<file path="config.mk">
export PLATFORM = sky130hd
export DESIGN_NAME = muldiv_unit
export DESIGN_NICKNAME = d
export VERILOG_FILES = /design/src/rtl/muldiv_pkg.sv /design/src/rtl/muldiv_sign_fix32.sv /design/src/rtl/muldiv_unit.sv
export SDC_FILE = /design/constraint.sdc
export NUM_CORES = 1
export LEC_CHECK = 0
export BUFFER_PORTS_ARGS = -buffer_cell sky130_fd_sc_hd__buf_4
export CAP_MARGIN = 20
export CORE_MARGIN = 5
export CORE_UTILIZATION = 40
export DETAILED_ROUTE_END_ITERATION = 6
export PLACE_DENSITY_LB_ADDON = 0.12
export SETUP_SLACK_MARGIN = 0.1
export SLEW_MARGIN = 20
export SYNTH_ARGS = -nofsm -noshare
export SYNTH_HDL_FRONTEND = slang
export SYNTH_HIERARCHICAL = 1
export SYNTH_SLANG_ARGS = --single-unit
</file>
<file path="constraint.sdc">
create_clock -name clk -period 9.2 [get_ports clk]
set_input_delay 0.92 -clock clk [delete_from_list [all_inputs] [get_ports clk]]
set_output_delay 0.92 -clock clk [all_outputs]
set_load 0.1 [all_outputs]
</file>
<file path="src/rtl/muldiv_pkg.sv">
// Shared encodings and constants for the iterative multiply/divide unit.
// No logic beyond two tiny op-decode helpers.
package muldiv_pkg;

    localparam logic [1:0] MD_MULT  = 2'b00;
    localparam logic [1:0] MD_MULTU = 2'b01;
    localparam logic [1:0] MD_DIV   = 2'b10;
    localparam logic [1:0] MD_DIVU  = 2'b11;

    typedef enum logic [1:0] {
        ST_IDLE = 2'd0,
        ST_MUL  = 2'd1,
        ST_DIV  = 2'd2,
        ST_DONE = 2'd3
    } md_state_t;

    localparam int          MD_ITER     = 32;
    localparam logic [31:0] MD_DIV0_QUO = 32'hFFFF_FFFF;

    // op[0]=0 selects the signed variant, op[1]=1 selects division.
    function automatic logic md_is_signed(input logic [1:0] o);
        return ~o[0];
    endfunction

    function automatic logic md_is_div(input logic [1:0] o);
        return o[1];
    endfunction

endpackage

</file>
<file path="src/rtl/muldiv_sign_fix32.sv">
// Conditional two's-complement negation; used as |x| on operand entry and as result sign fix on exit.
// Purely combinational, zero latency, no flow control.
module sign_fix32 #(
    parameter int WIDTH = 32
) (
    input  logic [WIDTH-1:0] val,
    input  logic             neg,
    output logic [WIDTH-1:0] res
);

    assign res = neg ? -val : val;

endmodule

</file>
<file path="src/rtl/muldiv_unit.sv">
// MIPS HI/LO multiply/divide unit: radix-2 shift-add multiply and restoring divide, one bit per cycle.
// Latency 33 cycles start-to-done; start is ignored while busy (no queuing), cancel aborts without writing HI/LO.
module muldiv_unit
    import muldiv_pkg::*;
(
    input  logic        clk,
    input  logic        rst_n,
    input  logic        start,
    input  logic [1:0]  op,
    input  logic [31:0] src_a,
    input  logic [31:0] src_b,
    input  logic        cancel,
    input  logic        hi_we,
    input  logic        lo_we,
    input  logic [31:0] wdata,
    output logic        busy,
    output logic        done,
    output logic [31:0] hi,
    output logic [31:0] lo
);

    md_state_t   state;
    logic [5:0]  cnt;
    logic [63:0] acc;
    logic [31:0] mag_b;
    logic [31:0] a_raw;
    logic        op_div;
    logic        neg_q;
    logic        neg_rem;
    logic        div_zero;

    logic        sgn;
    logic [31:0] abs_a;
    logic [31:0] abs_b;
    logic [63:0] prod_fix;
    logic [31:0] quo_fix;
    logic [31:0] rem_fix;

    assign sgn = md_is_signed(op);

    sign_fix32 #(.WIDTH(32)) u_abs_a (
        .val (src_a),
        .neg (sgn & src_a[31]),
        .res (abs_a)
    );

    sign_fix32 #(.WIDTH(32)) u_abs_b (
        .val (src_b),
        .neg (sgn & src_b[31]),
        .res (abs_b)
    );

    // Quotient and product share the "operand signs differ" flag.
    sign_fix32 #(.WIDTH(64)) u_fix_prod (
        .val (acc),
        .neg (neg_q),
        .res (prod_fix)
    );

    sign_fix32 #(.WIDTH(32)) u_fix_quo (
        .val (acc[31:0]),
        .neg (neg_q),
        .res (quo_fix)
    );

    sign_fix32 #(.WIDTH(32)) u_fix_rem (
        .val (acc[63:32]),
        .neg (neg_rem),
        .res (rem_fix)
    );

    // Multiply step: acc = {partial, multiplier}; add multiplicand on LSB, shift right with carry.
    logic [32:0] mul_sum;
    logic [63:0] mul_next;
    assign mul_sum  = {1'b0, acc[63:32]} + (acc[0] ? {1'b0, mag_b} : 33'd0);
    assign mul_next = {mul_sum, acc[31:1]};

    // Restoring divide step: acc = {remainder, dividend/quotient}; shift left, trial subtract.
    logic [32:0] div_shift;
    logic [32:0] div_diff;
    logic        div_ge;
    logic [63:0] div_next;
    assign div_shift = {acc[63:32], acc[31]};
    assign div_ge    = (div_shift >= {1'b0, mag_b});
    assign div_diff  = div_shift - {1'b0, mag_b};
    assign div_next  = {(div_ge ? div_diff[31:0] : div_shift[31:0]), acc[30:0], div_ge};

    always_ff @(posedge clk or negedge rst_n) begin
        if (!rst_n) begin
            state    <= ST_IDLE;
            cnt      <= 6'd0;
            acc      <= 64'd0;
            mag_b    <= 32'd0;
            a_raw    <= 32'd0;
            op_div   <= 1'b0;
            neg_q    <= 1'b0;
            neg_rem  <= 1'b0;
            div_zero <= 1'b0;
            busy     <= 1'b0;
            done     <= 1'b0;
            hi       <= 32'd0;
            lo       <= 32'd0;
        end else begin
            done <= 1'b0;
            case (state)
                ST_IDLE: begin
                    busy <= 1'b0;
                    if (hi_we) hi <= wdata;
                    if (lo_we) lo <= wdata;
                    if (start && !cancel) begin
                        cnt      <= 6'd0;
                        op_div   <= md_is_div(op);
                        a_raw    <= src_a;
                        neg_q    <= sgn & (src_a[31] ^ src_b[31]);
                        neg_rem  <= sgn & src_a[31];
                        div_zero <= md_is_div(op) && (src_b == 32'd0);
                        if (md_is_div(op)) begin
                            acc   <= {32'd0, abs_a};
                            mag_b <= abs_b;
                            state <= ST_DIV;
                        end else begin
                            acc   <= {32'd0, abs_b};
                            mag_b <= abs_a;
                            state <= ST_MUL;
                        end
                    end
                end
                ST_MUL, ST_DIV: begin
                    if (cancel) begin
                        busy  <= 1'b0;
                        state <= ST_IDLE;
                    end else begin
                        busy <= 1'b1;
                        acc  <= (state == ST_MUL) ? mul_next : div_next;
                        cnt  <= cnt + 6'd1;
                        if (cnt == 6'(MD_ITER - 1))
                            state <= ST_DONE;
                    end
                end
                ST_DONE: begin
                    busy  <= 1'b0;
                    state <= ST_IDLE;
                    if (!cancel) begin
                        done <= 1'b1;
                        if (!op_div) begin
                            {hi, lo} <= prod_fix;
                        end else if (div_zero) begin
                            hi <= a_raw;
                            lo <= MD_DIV0_QUO;
                        end else begin
                            hi <= rem_fix;
                            lo <= quo_fix;
                        end
                    end
                end
                default: begin
                    busy  <= 1'b0;
                    state <= ST_IDLE;
                end
            endcase
        end
    end

endmodule

</file>
======== After elaboration in Yosys (flattened, before gate mapping) ========
Cells that the tools add are included.
storage, ports and cells
  register bits after elaboration ......... 206
  bits in latches ......................... 0
  RAM bits ................................ 0
  bits in read-only memories .............. 0
  input port bits ......................... 104
  output and inout bits ................... 66
  memories ................................ 0
operators by class
  add/sub/neg operators ................... 8
  multipliers ............................. 0
  div/mod/pow operators ................... 0
  magnitude comparators ................... 1
  equality and inequality tests ........... 10
  shifts and indexed selects .............. 0
  mux-type cells .......................... 34
  bitwise operators ....................... 5
  reduce and logical (&&, ||, !) cells .... 14
operators by type and width
  kind                                           number
  two-way mux 32 bit                             16
  two-way mux 64 bit                             4
  negation 32 bit                                4
  case mux 32 bit (2 select lines)               2
  case mux 64 bit (2 select lines)               1
  negation 64 bit                                1
  adder 32 x 32 -> 33 bit                        1
  greater-or-equal comparator 33 x 32 -> 1 bit   1
  zero test 32 bit                               1
  subtractor 32 bit                              1
  two-way mux 6 bit                              2
  case mux 6 bit (2 select lines)                1
  inequality test 2 bit, second input constant   5
  AND reduction 3 bit                            3
  two-way mux 2 bit                              4
  adder 6 x 1 -> 6 bit, second input constant    1
  == test 6 x 5 -> 1 bit, second input constant  1
  case mux 2 bit (3 select lines)                1
  == test 2 bit, second input constant           2
  AND reduction 2 bit                            2
  nonzero test 2 bit                             2
  OR reduction 2 bit                             2
  bitwise AND 1 bit                              3
  inequality test 3 bit, second input constant   1
  8 further kinds                                10

======== Logic depth before layout (Yosys ltp) ========
Gate-level depths: netlist (run 1).
  depth after elaboration ................. 6
  depth in mapped cells ................... 14
  gate-level depth less buffers ........... 13

======== Cells and area by module ========
The synthesis (run 1) kept the hierarchy.
modules (own cells, without submodules)
  module                     times used  cells each  area an instance (um^2)  sequential area each (um^2)
  muldiv_unit                1           1735        14731.6                  5154.9
  sign_fix32 at u_abs_a ...  4           108         767.0                    0.0
  sign_fix32 at u_fix_prod   1           198         1453.9                   0.0

======== Least setup slack after synthesis (run 1) ========
OpenSTA, ideal clock, no wires.
  kind .................................... input to register
  start point ............................. input src_a[14]
  end point ............................... register acc[30]
  library setup time ...................... 0.083 ns
  data arrival time ....................... 3.023 ns
  required time ........................... 9.117 ns
  path slack .............................. 6.094 ns
  stages on the path ...................... 9
  path buffers ............................ 1
  cell sequence ........................... or4_4 or4_4 buf_6 or3_1 o311ai_1 mux2i_1 nor2_1 a21oi_1 o21ai_0
on the way
  word-level cells in the longest chain between the ends .. 5
ends and longest elaborated chain
  element                           RTL line                 source
  start, declared                   muldiv_unit.sv:10        input logic [31:0] src_a,
  negation 32 bit                   muldiv_sign_fix32.sv:11  assign res = neg ? -val : val;
  two-way mux 32 bit                muldiv_sign_fix32.sv:11
  via abs_a[30]                     muldiv_unit.sv:33        logic [31:0] abs_a;
  two-way mux 32 bit                muldiv_unit.sv:117       if (md_is_div(op)) begin
  two-way mux 64 bit                muldiv_unit.sv:110       if (start && !cancel) begin
  case mux 64 bit (2 select lines)  muldiv_unit.sv:105       case (state)
  end signal, assigned              muldiv_unit.sv:118       acc <= {32'd0, abs_a};
  end signal, assigned              muldiv_unit.sv:122       acc <= {32'd0, abs_b};
  end signal, assigned              muldiv_unit.sv:134       acc <= (state == ST_MUL) ? mul_next : div_next;
  end, declared                     muldiv_unit.sv:24        logic [63:0] acc;
The timed path passes the listed nets, and every way through them passes these cells. The select of a mux whose other input is x is not followed.
A chain may end at the register's enable or synchronous reset.

======== Worst setup path in the final report (run 1) ========
  start point ............................. register acc[0]
  end point ............................... register acc[63]
on the way
  word-level cells in the longest chain between the ends .. 5
ends and longest elaborated chain
  element                           RTL line            source
  two-way mux 32 bit                muldiv_unit.sv:75   assign mul_sum = {1'b0, acc[63:32]} + (acc[0] ? {1'b0, mag_b} : 33'd0);
  adder 32 x 32 -> 33 bit           muldiv_unit.sv:75
  two-way mux 64 bit                muldiv_unit.sv:134
  two-way mux 64 bit                muldiv_unit.sv:129  if (cancel) begin
  case mux 64 bit (2 select lines)  muldiv_unit.sv:105
No other way between the ends. The select of a mux whose other input is x is not followed.

==> results of run 1 <==
stage by stage:
stage               cells  instance area [µm²]  util [%]  setup WS [ns]
finish               3073                21800      45.8           5.04
global route         3073                21800      45.8           4.88
floorplan            2365                19300         -           6.09
CTS                  3072                21800      45.7           5.19
detailed placement   3026                20900      43.9           5.13
global placement     3026                20900      43.9           5.16
report_power, final:
group | switching (mW) | internal (mW)
combinational | 4.44 | 2.41
sequential | 0.778 | 1.33
clock | 0.432 | 0.617
cell usage in the layout, fill, tap and decap left out, types with 10 or more instances in the layout:
cell type	count
a21o_1	21
a21oi_1	198
a31oi_1	11
a32o_1	11
and2_1	37
buf_4	193
clkbuf_16	27
dfrtp_1	202
ha_1	70
inv_1	81
mux2_2	69
mux2i_1	103
nand2_1	267
nand2b_1	22
nand3_1	21
nand4_1	25
nor2_1	130
nor2b_1	41
nor3_1	19
nor4_1	32
o211ai_1	13
o21a_1	10
o21ai_0	229
o21bai_1	10
o22a_1	31
o31ai_1	55
o41ai_1	52
o41ai_2	11
or2_2	11
or3_1	22
or4_1	25
or4_4	11
xnor2_1	205
xor2_1	29
area by class of cell:
class,instances,area [µm²],share of cell area (%)
clock buffer,33,728,3.34
timing repair buffer,195,1490,6.83
multi-input combinational,1928,13200,60.6
sequential,206,5160,23.6
inverter,83,312,1.43
clock inverter,13,135,0.619
tap,615,769,3.53
sequential cells by signal, indices dropped and copies added (netlist names):
signal / flops
lo: 32
acc: 64
done: 1
state: 2
div_zero: 1
mag_b: 32
hi: 32
cnt: 6
op_div: 1
neg_q: 1
neg_rem: 1
a_raw: 32
busy: 1
worst max-delay path, stage by stage (launching register included):
cell and delay (ns):
dfrtp_1 0.57, buf_4 0.41, and2_1 0.19, ha_1 0.31, a21oi_1 0.23, o21ai_0 0.20
a32o_1 0.30, a21oi_1 0.36, a311oi_2 0.25, a41oi_1 0.38, nor2_1 0.09, nor4b_1 0.53
o21ai_0 0.18
kinds of logic after synthesis:
family	share of synthesized area [%]
xor gates and xnor gates	10.6
buffers and inverters	4.89
and+or+nand+nor	18.6
AOI/OAI and AO/OA	24.7
adders and majority gates	4.95
muxes	9.39
DFF	26.8
metal layers:
| layer | track usage (%) | vias to the layer above | wire [µm] |
|---|---|---|---|
| met5 | 0 | - | 0 |
| met4 | 6.80 | 0 | 2290 |
| met3 | 3.60 | 108 | 5190 |
| met2 | 40.4 | 788 | 31700 |
| met1 | 41.0 | 9052 | 34800 |
| li1 | - | 8795 | - |
worst paths after layout:
kind	from	to	slack [ns]	depth (start not counted)
setup / recovery	acc[0]	acc[63]	5.04	12
hold / removal	rst_n	acc[63]	0.40	1
setup reg to reg	acc[0]	acc[63]	5.04	12
hold reg to reg	hi[20]	hi[20]	0.48	2
max in group asynchronous	rst_n	op_div	7.45	2
min in group clk	hi[20]	hi[20]	0.48	2
==> flow_summary.yaml, run 1 <==
timing:
  finalCriticalPeriod_ns: 4.16
  tightestPinTransition_ns: 1.10
  rsz0062_at_grt: "no"
  fmax_ghz: 0.240
  timing.max_slew.rel_slack_pct: 26.7
  hold_ws_ns: 0.405
  hold_viol_final: 0
  slew_viol_final: 0
  tns_ns: 0
  setup_violations: 0
  skew_ns: 0.0138
  fin_crit_sh_pct: 45.3
layout:
  drive_above_1_share_pct: 15.2
  area_growth_syn_to_layout_pct: 13.4
  nets: 2619
  fillCellCount: 4754
  diodes: 0
routing:
  wire_per_inst_um: 24.1
  drt-vias-per-instance: 6.10
  post-route-drc-count: 0
  ant_nets: 0
  initialDrtViolationCount: 1982
  drtPass1Iterations: 6
  vias: 18743
  drt-total-wl_mm: 74.1
logic_synthesis:
  yosys_warnings: 6
  yosys.cell_count.top_type: "nand2_1"
  synth_area_leaders: "dfrtp_1 (27%), xnor2_1 (9.3%), o21ai_0 (6.0%), mux2i_1 (5.4%), nand2_1 (5.2%)"
  synthesis.nets: 2544
  ys_seq_elements: 206
  async_flop_share_pct: 100
  synth_common_cells: "nand2_1 (267), o21ai_0 (229), dfrtp_1 (206)"
  synth_edf_count: 0
  ys_seq_area_share_pct: 26.8
  yosysTopAreaCell: "dfrtp_1"
  synth_ff_type: "dfrtp_1"
  synth_cells: 2365
  syn_area_um2: 19300
  synth_top_area_share_pct: 26.8
  ys_types: 78
  synth.avg_cell_area_um2: 8.14
die:
  chipWidth_um: 229
  core_region_area_um2: 47600
  io_pins: 170
  chipHeight_um: 229
  rows: 80
  start_util_pct: 40.4
  dieArea_um2: 52600
clocking:
  clk_latency_ns: 0.56
  clkTransAtPathRegs_ns: 0.07
  cts_buffers: 26
  ctsLongestPathBuffers: 3
  cts_tree: "yes"
  htree_levels: 1
  cts_sinks: 206
  post_cts_buffers: 0
  cts_root_buf: "clkbuf_16"
  cts_hold_buf: 0
  ctsResizeCount: 0
worst_hold_path:
  hold_path_class: "primary input to asynchronous set/reset pin"
placement:
  portBuffers: 169
  dp_hpwl_mm: 56.8
  gp_congestion: 0.957
grt:
  grt_max_degree: 103
  grt_pass1_wl_mm: 112
  gr-usage-all-layers_pct: 27.0
  grt_pass1_vias: 17483
  overflow: 0
  grt_antenna_before_repair: 0
critical_path:
  cp-end-kind: "flip-flop"
  required_ns: 9.61
  crit_fanout: 30
  startpoint_type: "flip-flop"
  arrival_ns: 4.58
  critPathKind: "flip-flop to flip-flop"
power:
  p_per_area_nw_per_um2: 459
  total_power_mw: 10.0
  power_leakage_nw: 8.87
  vdd_drop_max_mv: 0.213
flow_run:
  maxCapViolCount: 0
run_status:
  status: "complete, no violations"
No activity file was read; power rests on OpenSTA's default activity.
==> run 2, diff against run 1 <==
==> constraint.sdc (replaced) <==
create_clock -name clk -period 3.58 [get_ports clk]
set_input_delay 0.358 -clock clk [delete_from_list [all_inputs] [get_ports clk]]
set_output_delay 0.358 -clock clk [all_outputs]
set_load 0.1 [all_outputs]
==> flow_summary.yaml, run 2 (synthesis gave the netlist of run 1 again) <==
run_status:
  status: "complete, no violations"
die:
  core_region_area_um2: 47600
  dieArea_um2: 52600
  io_pins: 170
  start_util_pct: 40.4
  chipHeight_um: 229
  chipWidth_um: 229
  rows: 80
grt:
  grt_pass1_vias: 17959
  busiest_layer: "met1"
  grt_max_degree: 90
  overflow: 0
  grt_pass1_wl_mm: 113
  gr-usage-all-layers_pct: 27.4
  met1_usage_pct: 41.1
  grt_antenna_before_repair: 1
  use_met2_pct: 39.2
  met3_usage_pct: 4.78
timing:
  timing.max_slew.rel_slack_pct: 42.8
  fin_crit_sh_pct: 93.6
  layout_setup_ws_ns: 0.228
  slew_viol_final: 0
  skew_ns: 0.0183
  tightestPinTransition_ns: 0.858
  setup_violations: 0
  rsz0062_at_grt: "yes"
  fmax_ghz: 0.298
  tns_ns: 0
  finalCriticalPeriod_ns: 3.35
  hold_viol_final: 0
placement:
  portBuffers: 169
  gp_congestion: 0.944
  dp_cells: 3122
  dp_hpwl_mm: 59.3
  dp_slack_ns: 0.132
clocking:
  cts_buffers: 27
  ctsLongestPathBuffers: 3
  cts_sinks: 206
  clkTransAtPathRegs_ns: 0.06
  htree_levels: 1
  cts_root_buf: "clkbuf_16"
  clk_latency_ns: 0.56
  cts_tree: "yes"
flow_run:
  maxCapViolCount: 0
critical_path:
  critical-path-max-stage-delay_ns: 0.68
  cp-end-kind: "flip-flop"
  arrival_ns: 3.82
  critical_path.endpoint: "acc[61]"
  startpoint_type: "flip-flop"
  crit_fanout: 11
  required_ns: 4.05
  rr_startpoint: "acc[36]"
  startpoint: "acc[36]"
  worstPathCellList: "ha_1, a211oi_2, o21bai_1, and3_1, nor3_2, buf_4, o21ai_1, a2111oi_0, buf_4, xnor2_1, nor2_1, o21ai_1"
  cp_slowest_cell: "a2111oi_0"
  cp.buffers_inverters: 2
  reg2reg_depth: 12
  rr_endpoint: "acc[61]"
  rrSetupSlack_ns: 0.23
  critPathKind: "flip-flop to flip-flop"
  cp.depth: 12
  cp_top_family: "compound AO/OA/AOI/OAI gates"
layout:
  diodes: 0
  final_common_cell: "buf_4"
  top_register: "acc"
  nets: 2720
  drive_above_1_share_pct: 18.8
  final_cell_mix: "buf_4 (285), nand2_1 (267), o21ai_0 (229)"
  utilization_pct: 47.8
  area_growth_syn_to_layout_pct: 18.2
  largest_register_ffs: 64
  layout.cells.non_filler: 3177
routing:
  drt-total-wl_mm: 75.5
  vias: 19231
  drt-vias-per-instance: 6.05
  post-route-drc-count: 0
  initialDrtViolationCount: 1856
  ant_nets: 0
  wire_per_inst_um: 23.8
  drtPass1Iterations: 6
worst_hold_path:
  hold_path_class: "primary input to flip-flop"
## run 2: final cells by class
class	count	area, µm²
fill	4706	24900
clock inverter	22	245
tap	615	769
sequential	206	5160
clock buffer	28	689
multi-input combinational	1928	13300
inverter	83	312
timing repair buffer	295	2300
## run 2: worst min path at each step
stage                     startpoint  endpoint  cells after the start
after CTS                   src_a[8]  a_raw[8]                      2
after global routing        src_a[8]  a_raw[8]                      2
after floorplan                rst_n  a_raw[0]                      0
after detailed placement       hi[2]     hi[2]                      2
after global placement        lo[15]    lo[15]                      2
final                       src_a[8]  a_raw[8]                      2
## run 2: stage by stage
| stage | cell area [µm²] | hold WS (ns) |
|---|---|---|
| detailed placement | 21700 | 0.471 |
| CTS | 22700 | 0.0361 |
| global route | 22800 | 0.0568 |
| floorplan | 19300 | 0.0624 |
| finish | 22800 | 0.0685 |
| global placement | 21700 | 0.465 |
## run 2: repair_timing
| action | in CTS | in global routing |
|---|---|---|
| buffers inserted | 0 | 2 |
| hold buffers | 3 | 0 |
| pin swaps | 2 | 3 |
| endpoints found under the setup margin | 2 | 24 |
| gates resized for setup | 0 | 9 |
| endpoints found under the hold margin | 87 | 0 |
| gates cloned | 0 | 0 |
## run 2: metal layers
layer / share of wire (%) / routed length (µm)
met5: 0 / 0
met4: 4.2 / 3150
met3: 8.6 / 6500
met2: 41 / 30900
met1: 46 / 35000
Power of run 2 is not shown: default switching activity piles up to over one toggle a cycle in this logic, so the estimate is an artifact.
